$ cat config.mk
export PLATFORM = sky130hd
export DESIGN_NAME = timer6
export DESIGN_NICKNAME = d
export VERILOG_FILES = /design/src/rtl/timer6_pkg.sv /design/src/rtl/timer6_btn_edge.sv /design/src/rtl/timer6.sv
export SDC_FILE = /design/constraint.sdc
export NUM_CORES = 1
export LEC_CHECK = 0
export ABC_CLOCK_PERIOD_IN_PS = 5300
export BUFFER_PORTS_ARGS = -buffer_cell sky130_fd_sc_hd__buf_4
export CORE_UTILIZATION = 35
export CTS_BUF_LIST = sky130_fd_sc_hd__clkbuf_8 sky130_fd_sc_hd__clkbuf_16
export CTS_CLUSTER_SIZE = 14
export DETAILED_ROUTE_END_ITERATION = 8
export HOLD_SLACK_MARGIN = 0.06
export PLACE_DENSITY = 0.59
export REMOVE_ABC_BUFFERS = 1
export SKIP_CTS_REPAIR_TIMING = 1
export SYNTH_ARGS = -nofsm -noshare
export SYNTH_HDL_FRONTEND = slang
export SYNTH_SLANG_ARGS = --single-unit
$ cat constraint.sdc
create_clock -name clk_i -period 5.3 [get_ports clk_i]
set_input_delay 1.59 -clock clk_i [delete_from_list [all_inputs] [get_ports clk_i]]
set_output_delay 1.59 -clock clk_i [all_outputs]
set_load 0.005 [all_outputs]
$ cat src/rtl/timer6_pkg.sv
// ---------------------------------------------------------------------------
// timer6_pkg
// Shared definitions for the timer6 countdown timer:
//   - field maxima for milliseconds, seconds, minutes and hours
//   - cursor (digit index) constants, 0 = seconds ones .. 5 = hours tens
//   - SET/RUN state encoding
//   - saturating add/subtract helpers used by the digit editor
// ---------------------------------------------------------------------------
package timer6_pkg;

    localparam logic [9:0] ML_MAX   = 10'd999;
    localparam logic [5:0] SEC_MAX  = 6'd59;
    localparam logic [5:0] MIN_MAX  = 6'd59;
    localparam logic [5:0] HOUR_MAX = 6'd23;

    localparam logic [2:0] DIG_SEC_ONES  = 3'd0;
    localparam logic [2:0] DIG_SEC_TENS  = 3'd1;
    localparam logic [2:0] DIG_MIN_ONES  = 3'd2;
    localparam logic [2:0] DIG_MIN_TENS  = 3'd3;
    localparam logic [2:0] DIG_HOUR_ONES = 3'd4;
    localparam logic [2:0] DIG_HOUR_TENS = 3'd5;

    typedef enum logic {
        ST_SET = 1'b0,
        ST_RUN = 1'b1
    } state_t;

    // Odd cursor positions are tens digits.
    function automatic logic [5:0] digit_weight(input logic [2:0] d);
        return d[0] ? 6'd10 : 6'd1;
    endfunction

    function automatic logic [5:0] sat_add(input logic [5:0] v,
                                           input logic [5:0] w,
                                           input logic [5:0] lim);
        logic [6:0] sum;
        sum = {1'b0, v} + {1'b0, w};
        return (sum > {1'b0, lim}) ? lim : sum[5:0];
    endfunction

    function automatic logic [5:0] sat_sub(input logic [5:0] v,
                                           input logic [5:0] w);
        return (v < w) ? 6'd0 : (v - w);
    endfunction

endpackage

$ cat src/rtl/timer6_btn_edge.sv
// ---------------------------------------------------------------------------
// btn_edge
// Two-flop synchronizer followed by a rising-edge detector for one push
// button. One press produces one single-cycle event.
//   clk_i    system clock
//   reset_i  asynchronous active-high reset
//   btn_i    raw button level, asynchronous to clk_i
//   evt_o    single-cycle press event
// ---------------------------------------------------------------------------
module btn_edge (
    input  logic clk_i,
    input  logic reset_i,
    input  logic btn_i,
    output logic evt_o
);

    logic sync1;
    logic sync2;
    logic prev;
    logic fill1;
    logic fill2;
    logic armed;

    // fill1/fill2 mark the point at which sync2 holds a real post-reset
    // sample. The detector only arms once that sample shows the button
    // released, so a button held through reset release gives no event.
    always_ff @(posedge clk_i or posedge reset_i) begin
        if (reset_i) begin
            sync1 <= 1'b0;
            sync2 <= 1'b0;
            prev  <= 1'b0;
            fill1 <= 1'b0;
            fill2 <= 1'b0;
            armed <= 1'b0;
        end else begin
            sync1 <= btn_i;
            sync2 <= sync1;
            prev  <= sync2;
            fill1 <= 1'b1;
            fill2 <= fill1;
            if (fill2 && !sync2) begin
                armed <= 1'b1;
            end
        end
    end

    assign evt_o = sync2 & ~prev & armed;

endmodule

$ cat src/rtl/timer6.sv
// ---------------------------------------------------------------------------
// timer6
// Settable countdown timer (hh:mm:ss.mmm) with a cursor-based digit editor.
// In SET the buttons move the cursor and edit the selected digit; start
// enters RUN when the time is nonzero. In RUN a prescaler produces one
// millisecond tick every CLKS_PER_MS cycles and the time counts down,
// returning to SET on reaching zero or when start is pressed again.
//   clk_i    system clock
//   reset_i  asynchronous active-high reset
//   start_i  start/pause button (level)
//   left_i   cursor toward more significant digit
//   right_i  cursor toward less significant digit
//   up_i     increment selected digit
//   down_i   decrement selected digit
//   ml_o     milliseconds remaining, 0..999
//   sec_o    seconds remaining, 0..59
//   min_o    minutes remaining, 0..59
//   hour_o   hours remaining, 0..23
//   digitp   cursor position, 0..5
// ---------------------------------------------------------------------------
module timer6
    import timer6_pkg::*;
#(
    parameter int unsigned CLKS_PER_MS = 100000
) (
    input  logic       clk_i,
    input  logic       reset_i,
    input  logic       start_i,
    input  logic       left_i,
    input  logic       right_i,
    input  logic       up_i,
    input  logic       down_i,
    output logic [9:0] ml_o,
    output logic [5:0] sec_o,
    output logic [5:0] min_o,
    output logic [5:0] hour_o,
    output logic [2:0] digitp
);

    localparam int unsigned PW = (CLKS_PER_MS > 1) ? $clog2(CLKS_PER_MS) : 1;
    localparam logic [PW-1:0] PRESC_LAST = PW'(CLKS_PER_MS - 1);

    state_t        state_q;
    logic [PW-1:0] presc_q;

    logic start_ev;
    logic left_ev;
    logic right_ev;
    logic up_ev;
    logic down_ev;

    btn_edge u_start (.clk_i(clk_i), .reset_i(reset_i), .btn_i(start_i), .evt_o(start_ev));
    btn_edge u_left  (.clk_i(clk_i), .reset_i(reset_i), .btn_i(left_i),  .evt_o(left_ev));
    btn_edge u_right (.clk_i(clk_i), .reset_i(reset_i), .btn_i(right_i), .evt_o(right_ev));
    btn_edge u_up    (.clk_i(clk_i), .reset_i(reset_i), .btn_i(up_i),    .evt_o(up_ev));
    btn_edge u_down  (.clk_i(clk_i), .reset_i(reset_i), .btn_i(down_i),  .evt_o(down_ev));

    logic       tick;
    logic       time_nonzero;
    logic       last_ms;

    logic [5:0] weight;
    logic [5:0] sec_edit;
    logic [5:0] min_edit;
    logic [5:0] hour_edit;

    logic [9:0] ml_dec;
    logic [5:0] sec_dec;
    logic [5:0] min_dec;
    logic [5:0] hour_dec;

    assign tick         = (presc_q == PRESC_LAST);
    assign time_nonzero = |{hour_o, min_o, sec_o, ml_o};
    // One millisecond left: the coming tick brings the total to zero.
    assign last_ms      = (ml_o == 10'd1) && (sec_o == 6'd0) &&
                          (min_o == 6'd0) && (hour_o == 6'd0);

    // Digit editor: up takes precedence over down when both fire, so the
    // direction is chosen from up_ev alone.
    always_comb begin
        weight    = digit_weight(digitp);
        sec_edit  = sec_o;
        min_edit  = min_o;
        hour_edit = hour_o;
        case (digitp)
            DIG_SEC_ONES, DIG_SEC_TENS:
                sec_edit  = up_ev ? sat_add(sec_o, weight, SEC_MAX)
                                  : sat_sub(sec_o, weight);
            DIG_MIN_ONES, DIG_MIN_TENS:
                min_edit  = up_ev ? sat_add(min_o, weight, MIN_MAX)
                                  : sat_sub(min_o, weight);
            DIG_HOUR_ONES, DIG_HOUR_TENS:
                hour_edit = up_ev ? sat_add(hour_o, weight, HOUR_MAX)
                                  : sat_sub(hour_o, weight);
            default: ;
        endcase
    end

    // Mixed-radix decrement with borrow chain ml -> sec -> min -> hour.
    always_comb begin
        ml_dec   = ml_o;
        sec_dec  = sec_o;
        min_dec  = min_o;
        hour_dec = hour_o;
        if (ml_o != 10'd0) begin
            ml_dec = ml_o - 10'd1;
        end else begin
            ml_dec = ML_MAX;
            if (sec_o != 6'd0) begin
                sec_dec = sec_o - 6'd1;
            end else begin
                sec_dec = SEC_MAX;
                if (min_o != 6'd0) begin
                    min_dec = min_o - 6'd1;
                end else begin
                    min_dec  = MIN_MAX;
                    hour_dec = hour_o - 6'd1;
                end
            end
        end
    end

    always_ff @(posedge clk_i or posedge reset_i) begin
        if (reset_i) begin
            state_q <= ST_SET;
            presc_q <= '0;
            digitp  <= DIG_SEC_ONES;
            ml_o    <= '0;
            sec_o   <= '0;
            min_o   <= '0;
            hour_o  <= '0;
        end else begin
            case (state_q)
                ST_SET: begin
                    presc_q <= '0;
                    if (start_ev) begin
                        if (time_nonzero) begin
                            state_q <= ST_RUN;
                        end
                    end else if (left_ev) begin
                        digitp <= (digitp == DIG_HOUR_TENS) ? DIG_SEC_ONES : digitp + 3'd1;
                    end else if (right_ev) begin
                        digitp <= (digitp == DIG_SEC_ONES) ? DIG_HOUR_TENS : digitp - 3'd1;
                    end else if (up_ev || down_ev) begin
                        sec_o  <= sec_edit;
                        min_o  <= min_edit;
                        hour_o <= hour_edit;
                    end
                end
                ST_RUN: begin
                    if (start_ev) begin
                        // Pause: a tick landing on the same edge is dropped.
                        state_q <= ST_SET;
                        presc_q <= '0;
                    end else begin
                        presc_q <= tick ? '0 : presc_q + PW'(1);
                        if (tick) begin
                            ml_o   <= ml_dec;
                            sec_o  <= sec_dec;
                            min_o  <= min_dec;
                            hour_o <= hour_dec;
                            if (last_ms) begin
                                state_q <= ST_SET;
                            end
                        end
                    end
                end
                default: state_q <= ST_SET;
            endcase
        end
    end

endmodule

==> results.txt, run 1 <==
The run finished with clean final reports. STA puts the critical path data arrival time at 3.64 ns. The number of buffers added on ports was 37; the worst slack after detailed placement was 1.94 ns. In this run the remaining antenna-violating nets after routing total 0. The filler-free cell count of the finished design was 755; the final worst clock skew was 0.00815 ns. For the number of different library cells in the post-synthesis netlist, the log shows 79. The post-layout net count was 618; the average wire per standard cell was 15.2 um.

After filler insertion, the fill cell instance count of the layout stands at 1346. After synthesis, the share of flip-flops with an asynchronous set or reset is 100%. The termination of the worst setup path is min_o[1]$_DFFE_PP0P_. The worst flop-to-flop path endpoint is min_o[1]$_DFFE_PP0P_.

Measured against its own limit, the worst slew margin works out to 27.9%. The final critical path takes up 64.8% of the cycle. For the number of sinks on the clock net, the log shows 71. The critical path buffer and inverter count works out to 1.

Static timing analysis puts the maximum clock frequency at 291 MHz. The initial utilization of the core area, before any placement, comes to 36.5%. Compared with the post-synthesis result, the final layout area differs by 14.1%.

The number of cells on the critical path is 8, and the cell area after synthesis is 0.00491 sq mm. The die is 120 um wide. The run gives 0 as the number of violations of the max-capacitance limit.

The row count was 42; the final-report hold violation count was 0. The H-tree was split into 3 levels. Across all setup checks in the final design, the least slack found is 1.86 ns. The maximum number of pins on one net before global-route repair was 46; the post-synthesis instance total was 552. For this run, the slowest stage of the critical path takes 0.88 ns. In this run the worst setup path begins at digitp[0]$_DFFE_PP0P_. The run gives 1.86 ns as the flop-to-flop setup slack.

Clock-pin slew was measured on the worst setup and hold paths at 0.06 ns. The final setup violation count was 0; the ratio of cells with drive above 1 in the final layout was 14.2%. Via count of the first global-routing pass: 3977.

Walking the worst path, the cells encountered are inv_2, ha_1, fa_1, a21o_1, a211o_1, a32o_1, a2111oi_0, o21ai_1. The number of antenna diodes was 0; the biggest fanout along the worst timing path was 20. The first global-routing pass estimated 19400 um of wire.

Wires add up to 11400 um. The per-cell via count in the routed design is 5.50, and the placed wire-length estimate is 8290 um. Total design power: 2.90 mW.

The number of flops mapped to enable cells by yosys came out at 0. The min-delay analysis places its worst path in the category reg -> reg. The most used flip-flop cell after synthesis is dfrtp_1. Post-synthesis sequential element count: 71.

The number of buffers created by CTS is 9. The startpoint identified for the worst register-to-register timing path is digitp[0]$_DFFE_PP0P_. Combined global-route utilization of all metal layers: 16.6%. The library cells used most frequently in the layout, excluding fill and tap cells, are dfrtp_1, nor2_1, buf_4. For this design, the slowest cell found on the critical path is dfrtp_1. For the finished layout, the period the worst path requires is 3.44 ns. STA classifies the critical path endpoint as a flop. The clock reaches the later pin of the worst-skew pair after 0.33 ns. The run gives 5.50 ns as the required time of the critical path.

From bottom edge to top edge, the die measures 120 um. The number of remaining DRC errors is 0. The first routing iteration left 280 violations. For this run, the register share of the synthesized area comes to 36.2%. For the total count of max-transition violations in the final report, the log shows 0. Setup repair after global routing left no endpoint under its margin.

The tools report the element type at the critical path start as a flop. During I/O placement, the number of pins put on the boundary was 38. For this run the aggregate overflow at the end of global routing stands at 0. For this run, the number of Yosys warnings is 0.

The logs give 2.45 nW for the leakage component of the power and 6 for the length of the first detailed-routing pass in iterations. For the setup total negative slack, the log shows 0 ns. Counting tap cells, the placed design contains a total of 740 instances. The worst setup path is of the reg -> reg kind.

The number of antenna violations at the first check in global routing came out at 0. The tools report the clock tree root buffer cell as clkbuf_16. The number of cell instances on the worst register-to-register path came out at 8. At the end of routability-driven placement, the weighted congestion stood at 0.846. TritonCTS built the clock tree. For the pin with the worst max-slew slack, the measured transition is 1.08 ns.

The die covers 0.0145 sq mm. The largest voltage drop on the vdd net is 0.212 mV. No sink is reached through more buffers than the 2 on the longest clock path. Leaving out fill and tap cells, the most frequent cell in the layout is dfrtp_1.

The power density over cell area was 518 mW/mm^2. The mean area per synthesized cell is 8.89 sq um. The core region is 0.0135 sq mm. The kind of cell with the highest combined delay along the critical path is compound AO/OA/AOI/OAI gates.

The number of vias in the routed layout was 4149.
==> per-stage QoR <==
| step | utilization (%) | instance area [sq um] | hold slack, ns |
|---|---|---|---|
| 2_1_floorplan | - | 4750 | 0.331 |
| 3_3_place_gp | 39.2 | 5280 | 0.333 |
| 3_5_place_dp | 39.2 | 5280 | 0.335 |
| 4_1_cts | 41.6 | 5600 | 0.348 |
| 5_1_grt | 41.6 | 5600 | 0.358 |
| 6_report | 41.6 | 5600 | 0.346 |
==> final cells by class <==
type | instances | area [sq um] | share of cell area, %
multi-input combinational | 423 | 2870 | 51.2
clock inverter | 5 | 81.3 | 1.45
sequential | 71 | 1780 | 31.7
timing repair buffer | 41 | 308 | 5.50
inverter | 29 | 109 | 1.94
clock buffer | 10 | 239 | 4.27
tap | 176 | 220 | 3.93
==> Yosys cell counts, drive strengths merged, types with 3 or more instances <==
master | instances | area share (%)
o31a | 4 | 0.71
a31oi | 6 | 0.76
nor2 | 62 | 4.8
and2 | 5 | 0.76
xor2 | 16 | 2.9
o311ai | 3 | 0.54
buf | 12 | 1.6
nand4 | 8 | 1.0
ha | 30 | 7.6
clkbuf | 17 | 1.6
o31ai | 6 | 0.92
a22oi | 4 | 0.61
nor2b | 9 | 1.2
and4 | 3 | 0.69
dfrtp | 71 | 36
xnor2 | 8 | 1.4
nand3 | 19 | 2.0
nand2 | 38 | 2.9
nand3b | 3 | 0.46
nand2b | 7 | 0.89
or2 | 3 | 0.38
inv | 28 | 2.1
nor3b | 3 | 0.46
a21oi | 34 | 3.5
nor3 | 26 | 2.7
a211oi | 9 | 1.6
fa | 6 | 2.4
o21ai | 34 | 3.5
a2111oi | 3 | 0.92
and3 | 7 | 1.0
o21a | 3 | 0.46
o211ai | 4 | 0.82
or3 | 7 | 0.89
o211a | 3 | 0.61
a21o | 7 | 1.1
nor4 | 12 | 2.1
==> cells by family after synthesis <==
logic type	count (synthesis)	synth area share, %
adder cells (fa/ha/maj)	36	10.1
other	1	0.0764
flip-flops	71	36.2
AND/OR/NAND/NOR	218	23.5
XOR/XNOR	24	4.28
multiplexers	1	0.204
AO/OA/AOI/OAI	143	20.2
buffers and inverters	58	5.41
==> routing by layer <==
| layer | wire length, um | vias up | share of wire [%] | GRT usage, % |
|---|---|---|---|---|
| met5 | 0 | - | 0 | 0 |
| met4 | 243 | 0 | 2.1 | 6.02 |
| met3 | 624 | 26 | 5.5 | 4.58 |
| met2 | 5400 | 125 | 47 | 26.5 |
| met1 | 5170 | 1972 | 45 | 21.5 |
| li1 | - | 2026 | - | - |
==> worst register-to-register path, stage by stage (launching register included) <==
cell       delay [ns]
dfrtp_1          0.88
inv_2            0.35
ha_1             0.31
fa_1             0.46
a21o_1           0.23
a211o_1          0.28
a32o_1           0.27
a2111oi_0        0.40
o21ai_1          0.13
==> where the power goes <==
part,internal [mW],switching [mW],leakage [nW]
Combinational,0.639,0.761,1.40
Clock,0.423,0.229,0.155
Sequential,0.620,0.232,0.889
Total,1.68,1.22,2.45
==> worst min-delay path by stage <==
stage,endpoint,cells after the start,from
after global placement,u_up.fill2$_DFF_PP0_,0,u_down.fill1$_DFF_PP0_
after global routing,u_start.sync2$_DFF_PP0_,0,u_start.sync1$_DFF_PP0_
after detailed placement,u_start.sync2$_DFF_PP0_,0,u_start.sync1$_DFF_PP0_
after CTS,u_start.sync2$_DFF_PP0_,0,u_start.sync1$_DFF_PP0_
after floorplan,u_down.sync2$_DFF_PP0_,0,u_down.sync1$_DFF_PP0_
final,u_start.sync2$_DFF_PP0_,0,u_start.sync1$_DFF_PP0_
==> sequential cells by signal, indices dropped and copies added, names as in the netlist, 3 cells and up <==
| register | flops |
|---|---|
| presc_q | 17 |
| ml_o | 10 |
| hour_o | 6 |
| min_o | 6 |
| sec_o | 6 |
| digitp | 3 |
Power figures use the tool's default switching activity.
==> run 2: changes to the inputs <==
- ABC_AREA: unset -> 1
- ABC_CLOCK_PERIOD_IN_PS: 5300 -> 2900
- PLACE_DENSITY: 0.59 -> 0.61
- clock period: 5.3 -> 2.9 ns (I/O delays scaled with it)
==> run 2 against run 1 <==
Global-route usage rose by 1.0 points; register-to-register slack lost 1.5 ns; worst setup slack lost 1.5 ns; maximum frequency is 37% higher; clock-buffer cell count shrank 1; clock power up 98%; flip-flop and latch count did not move; critical path depth increased by 6; via count up 6.0%; cell area grew 3.2%; sequential share of layout area down 0.98 points; critical path type unchanged; highest routed layer unchanged.
==> results.txt, run 2 <==
After synthesis, the mean cell area works out to 7.57 sq um. In this run, CTS created clock tree buffers numbering 9. The routed layout has 4398 vias. The area of the die is 0.0146 sq mm, and the initial DRC count is 230. The post-synthesis sequential element count is 71.

In the layout the commonest cells are nand2_1, inv_1, dfrtp_1. For this run, the share of the core covered by cells in the final layout is 41.8%. The critical-path cell with the highest stage delay is inv_1. The die outline width works out to 121 um. Between clock sinks in the finished design, the worst skew comes to 0.00457 ns. The worst setup path is launched from a flop. The minimum period implied by the final worst setup slack was 2.51 ns; the height of the chip was 121 um. The run gives 0 as the final setup violation count. By area the synthesized netlist is led by dfrtp_1, nand2_1, ha_1. The worst setup path is of the reg -> reg kind. At the pin with the least slew margin, the transition time is 0.583 ns. In the global route stage, overall resource usage came out at 17.6%. Critical path capture point type: a flop. The maximum clock path buffer count is 2, and the sequential fraction of the synthesis area is 35.9%.

The post-synthesis instance total was 654; the xor and xnor area share after synthesis was 3.01%. The floorplan core area was 0.0138 sq mm. The largest registers in the layout are presc_q x17, ml_o x10. The count of buffers added on input and output ports is 37. The cell area after synthesis came out at 0.00495 sq mm. The most common library cell in the layout ignoring fill and taps is nand2_1.

The logs give 11900 um for the aggregate routed wire length and 0 for the number of nets still failing antenna checks after routing. After global routing the overflow that remains totals 0. Class of the tightest hold or removal check: reg -> reg.

The run gives 4375 as the via count of the first global-routing pass. The basic-gate share of the synthesized area counting and, or, nand and nor cells came out at 29.5%. The per-cell via count in the routed design was 5.00. In this run the number of H-tree levels came out at 3. Counting flops with an async set or reset pin after synthesis yields a share of 100%. Kind of cell adding the most delay to the critical path: buffers and inverters. The number of different library cells in the post-synthesis netlist is 45, and the starting utilization of the core area is 35.8%. For this run, the slowest stage of the critical path takes 0.44 ns. The post-layout net count is 738, and the count of boundary I/O pins is 38. VDD sags by at most 0.455 mV. The share of synthesized area in the top cell type comes to 35.9%. Routability-driven placement finished with a final weighted congestion of 0.931.

Relative to the synthesized area, the layout overhead comes to 16.7%. The tools report the maximum number of pins on one net before global-route repair as 31. In the post-synthesis netlist, the cell with the most instances is nand2_1.

For the row count, the log shows 43. Setup repair after global routing left no endpoint under its margin. Across the run, the number of max-cap violations was 0. Clock latency on the worst-skew pair: 0.33 ns.

After clock tree synthesis, the clock-pin slew on the worst setup and hold paths is 0.06 ns. Power density over cell area: 964 mW/mm^2. The upper clock frequency limit is 399 MHz, and the number of sinks on the clock net is 71. The critical path data arrival time is 2.73 ns, and the number of flops mapped to enable cells by yosys is 0.

The run finished with clean final reports. The clock tree root buffer cell is clkbuf_16. After Yosys synthesis, full adders, half adders and majority gates account for 10.0% of the synthesized area.

After routing the design area is 0.00578 sq mm. The tools report the normalized max-slew margin as 60.8%. The average wire per standard cell came out at 13.5 um.

Cells with a size suffix above 1 make up 14.7% of the layout. Length of the first detailed-routing pass in iterations: 4. TritonCTS built the clock tree. Register with the most flip-flops: presc_q. The most numerous cell type found on the critical path is nand2_1. The tools report the number of remaining DRC errors as 0. The total placed cells including tap cells was 864. The main combinational cell family by area after synthesis was simple AND/OR/NAND/NOR gates. Most instantiated flip-flop cell in the synthesis netlist: dfrtp_1. The first global-routing pass estimated 20500 um of wire. 0 antenna diodes ended up in the layout. For the number of antenna violations at the first check in global routing, the log shows 0. The total count of max-transition violations in the final report was 0; the leakage component of the power was 2.91 nW.

Summing the areas of all compound-gate instances in the mapped netlist gives 12.8% of the synthesized area. The critical path contains buffers and inverters numbering 3 combined. Overall power consumption after layout is estimated at 5.57 mW.

The placed instance area was 0.00543 sq mm. For the Yosys warning count, the log shows 0. The biggest area contributor in the post-synthesis netlist is dfrtp_1. Along the worst path, the maximum fanout reaches 16. The count of cells in the finished layout, fillers not included, comes to 880. Of the post-synthesis cell area, the part taken by muxes is 0%. In the finished design, the share of the clock period the worst path needs comes to 86.4%. For the placed wire-length estimate, the log shows 8660 um. In the final timing run, aggregate negative setup slack is 0 ns. The final-report hold violation count was 0; the required time of the critical path was 3.12 ns. The commonest cells after synthesis are nand2_1, inv_1, dfrtp_1. Walking the worst path, the cells encountered are inv_1, ha_1, fa_1, inv_1, o21ai_1, nand2_1, nor2_1, a21oi_2, o21ai_0, o211ai_1, inv_1, nand2_1, nand2_1, nand2_1. The register with the most flip-flops in the layout has 17 of them.
run 2: changes by cell type in the layout (fill, tap and decap cells not counted), sizes merged, moves of 9 or more:
cell and delta:
nand2 +118, nor4 -12, inv +66, nor3 -12
o21ai +14, nand3 +44, nor2b -9
run 2: final cells by class:
cell class	count	area [sq um]
fill	1410	8050
multi-input combinational	476	2740
sequential	71	1780
inverter	94	353
timing repair buffer	43	335
clock buffer	9	225
tap	180	225
clock inverter	7	120
run 2: metal layers:
layer,global-route usage (%),up-vias,wire length [um]
li1,-,2199,-
met1,21.7,2090,5480
met2,30.9,90,5840
met3,3.81,19,454
met4,4.86,0,148
met5,0,-,0
run 2: worst paths after layout:
kind	from	end	slack [ns]	cells after the start
worst max-delay path	digitp[0]$_DFFE_PP0P_	hour_o[2]$_DFFE_PP0P_	0.39	14
worst min-delay path	u_up.sync1$_DFF_PP0_	u_up.sync2$_DFF_PP0_	0.35	0
worst max register to register	digitp[0]$_DFFE_PP0P_	hour_o[2]$_DFFE_PP0P_	0.39	14
worst min register to register	u_up.sync1$_DFF_PP0_	u_up.sync2$_DFF_PP0_	0.35	0
max in group asynchronous	reset_i	min_o[3]$_DFFE_PP0P_	1.64	3
min in group asynchronous	reset_i	u_down.sync2$_DFF_PP0_	0.59	2
run 2: power breakdown:
group          leakage, nW  internal (mW)  switching (mW)  total [mW]
Sequential           0.894           1.15           0.328        1.48
Clock                0.171          0.843           0.444        1.29
Combinational         1.84           1.11            1.70        2.80
Total                 2.91           3.10            2.47        5.57
run 2: logic make-up (layout without fill, tap and decap cells):
kind of cell,after synthesis,count (layout)
adders and majority gates,36,36
DFF,71,71
xor gates and xnor gates,17,17
other,1,1
and+or+nand+nor,314,314
buffers and inverters,107,153
AOI/OAI and AO/OA,108,108
run 2: stage by stage:
stage / worst slack (ns) / hold WS, ns
floorplan: 0.233 / 0.331
global placement: 0.411 / 0.336
global route: 0.130 / 0.355
CTS: 0.392 / 0.350
detailed placement: 0.410 / 0.337
finish: 0.395 / 0.347
==> run 3: changes to the inputs <==
- SYNTH_HIERARCHICAL: unset -> 1
==> run 3 against run 2 <==
Sequential share of layout area up 1.8 points; non-clock buffer count up 2; critical path depth up 1; synthesized cell count up 9.8%; cell count up 8.1%.
==> results.txt, run 3 <==
The tightest min-delay check is of the reg -> reg type. Setup total negative slack: 0 ns. The register with the most flip-flops in the layout has 17 of them. The required time of the critical path is 3.16 ns, and the global-route wire length before repair is 20300 um. In this run the number of H-tree levels came out at 3.

The number of flops mapped to enable cells by yosys works out to 0. The total count of max-transition violations in the final report is 0, and the combined global-route utilization of all metal layers is 16.2%. The maximum clock path buffer count is 2. In the synthesized netlist, the cells that appear most often are nand2_1, nor2_1, inv_1. The library cell used most frequently in the layout, excluding fill and tap cells, is nand2_1. The number of placed instances, taps included, is 935. The via count of the first global-routing pass was 4283.

The total design power is 5.43 mW, and the mean area per synthesized cell is 7.31 sq um. The ratio of cells with drive above 1 in the final layout works out to 11.3%. The residual overflow from global routing came out at 0.

Clock tree root buffer cell: clkbuf_16. After the last flow step, the layout net total stands at 805. The height of the chip works out to 124 um. The flow ran to the end, and the final reports show no timing, DRC or antenna violations. The signal on the critical path passes through inv_1, buf_4, ha_1, fa_1, nand3_1, nand2_1, nand2_1, nand3_1, nor2_1, nand2_1, nand2_1, nand2_1, nand2_1, nand2_1, a21oi_1. The startpoint-to-endpoint class of the critical path was reg -> reg. The largest total area in the synthesized netlist belongs to dfrtp_1. The biggest fanout along the worst timing path came out at 14.

Row count: 44. The placed wire-length estimate was 8640 um. VDD sags by at most 0.380 mV. TritonCTS built the clock tree. In the finished design, the share of the clock period the worst path needs comes to 77.3%.

After synthesis the cells add up to 0.00525 sq mm. Proportion of netlist area held by the largest area contributor: 37.7%. Relative to the synthesized area, the layout overhead comes to 15.6%. Between clock sinks in the finished design, the worst skew comes to 0.00820 ns. The top cell types in the final layout, fill and taps aside, are nand2_1, nor2_1, inv_1.

presc_q holds more flip-flops than any other register. The worst setup path is captured at a flop. For this design the ratio of total power to cell area is 896 mW/mm^2. The largest registers in the layout are presc_q x17, ml_o x10.

The tools report the post-synthesis instance total as 718. Setup repair after global routing left no endpoint under its margin. For the clock latency on the worst-skew pair, the log shows 0.34 ns. Routability-driven placement finished with a final weighted congestion of 0.835. Sorting the synthesized cells by area gives the leading types as dfrtp_1, nand2_1, ha_1. Summing the sequential cell areas from Yosys gives 37.7% of the chip area.

The number of antenna diodes in the final layout is 0. The initial DRC count was 260. The die outline width is 124 um, and the number of different library cells in the post-synthesis netlist is 44.

The leakage component of the power came out at 3.15 nW. Clock tree synthesis found a total of 79 sinks. The clock transition time at the flip-flop clock pins of the worst setup and hold paths works out to 0.06 ns. After detailed routing, the number of remaining DRC violations is 0. The element type at the critical path start was a flop. STA puts the critical path data arrival time at 2.50 ns. Across the run, the number of max-cap violations was 0. Average wire per standard cell: 12.4 um.

The logs give 0 for the number of nets still failing antenna checks after routing and 4 for the length of the first detailed-routing pass in iterations. The stage delay of the slowest cell on the critical path came out at 0.41 ns. The detailed router placed 4406 vias in this run. Buffers inserted during clock tree synthesis total 9. Final setup violation count: 0. For the filler-free cell count of the finished design, the log shows 951. Among the stages of the critical path, the cell type that occurs most often is nand2_1. Number of antenna violations at the first check in global routing: 0. The final-report hold violation count is 0, and the number of buffers added on ports is 37.

38 I/O pins were placed. For the upper clock frequency limit, the log shows 446 MHz. The critical-path cell with the highest stage delay is fa_1.

For the floorplan core area, the log shows 0.0146 sq mm. The run gives 0.0155 sq mm as the area of the die. Aggregate routed wire length: 11800 um. Among all cell types in the netlist, the one instantiated most often is nand2_1.

The Yosys step of the flow raised 6 warnings. For the finished layout, the period the worst path requires is 2.24 ns. Counting flops and latches in the post-synthesis netlist gives 79.

In the synthesized netlist the dominant register cell turns out to be dfrtp_1. After detailed routing, the number of vias per cell comes to 4.63. The tools report the starting utilization of the core area as 36.0%.

After synthesis, the share of flip-flops with an asynchronous set or reset is 100%. Entering global routing, the biggest net connects 50 pins.
[run 3: cell count changes after synthesis, sizes merged, moves of 3 or more]
| cell | change |
|---|---|
| conb | +4 |
| a31oi | -3 |
| dfrtp | +8 |
| nand4 | +4 |
| o211ai | -3 |
| nor2 | +42 |
| a21oi | -14 |
| o21ai | -8 |
| nand3 | -6 |
| xor2 | +6 |
| or2 | -4 |
| nand2 | +35 |
| inv | +4 |
[run 3: layout make-up]
class                   instances  area (sq um)
fillers                      1489          8520
multi-input cells             528          2840
flip-flops and latches         79          1980
inverters                      99           372
repair buffers                 45           350
clock buffers                  10           239
well taps                     184           230
clock inverters                 6          61.3
[run 3: worst paths after layout]
path / start / to / slack, ns / cells past startpoint
worst max-delay path: digitp[0]$_DFFE_PP0P_ / min_o[4]$_DFFE_PP0P_ / 0.66 / 15
worst min-delay path: u_right/sync1$_DFF_PP0_ / u_right/sync2$_DFF_PP0_ / 0.35 / 0
worst max register to register: digitp[0]$_DFFE_PP0P_ / min_o[4]$_DFFE_PP0P_ / 0.66 / 15
worst min register to register: u_right/sync1$_DFF_PP0_ / u_right/sync2$_DFF_PP0_ / 0.35 / 0
max in group asynchronous: reset_i / hour_o[3]$_DFFE_PP0P_ / 2.05 / 3
min in group asynchronous: reset_i / u_down/sync1$_DFF_PP0_ / 0.48 / 2
[run 3: logic make-up after synthesis]
logic type,count (synthesis),synth area share (%)
XOR/XNOR,22,3.67
adder cells (fa/ha/maj),36,9.44
AO/OA/AOI/OAI,77,8.32
AND/OR/NAND/NOR,388,32.2
flip-flops,79,37.7
other,5,0.358
buffers and inverters,111,8.28
[run 3: layer usage]
metal,GRT usage [%],vias to the layer above,wire [um]
li1,-,2350,-
met1,22.3,1995,6030
met2,25.3,48,5270
met3,2.41,13,319
met4,6.59,0,185
met5,0,-,0
[run 3: through the flow]
| stage | utilization (%) | instance area (sq um) | hold slack, ns | setup slack, ns |
|---|---|---|---|---|
| floorplan | - | 5180 | 0.331 | 0.233 |
| global placement | 39.5 | 5760 | 0.331 | 0.697 |
| detailed placement | 39.5 | 5760 | 0.335 | 0.688 |
| CTS | 41.6 | 6060 | 0.348 | 0.667 |
| global route | 41.6 | 6060 | 0.351 | 0.426 |
| finish | 41.6 | 6060 | 0.347 | 0.660 |
[run 3: report_power, final]
| part | switching (mW) | total [mW] | leakage [nW] | internal, mW |
|---|---|---|---|---|
| Clock | 0.453 | 1.14 | 0.148 | 0.687 |
| Sequential | 0.287 | 1.56 | 0.985 | 1.27 |
| Combinational | 1.62 | 2.74 | 2.01 | 1.11 |
[run 3: worst max-delay path, delay by kind of cell (launching register included)]
kind	cells	cell delay (ns)
flip-flops	1	0.35
AO/OA/AOI/OAI	1	0.12
buffers and inverters	2	0.26
adder cells (fa/ha/maj)	2	0.64
AND/OR/NAND/NOR	10	0.80
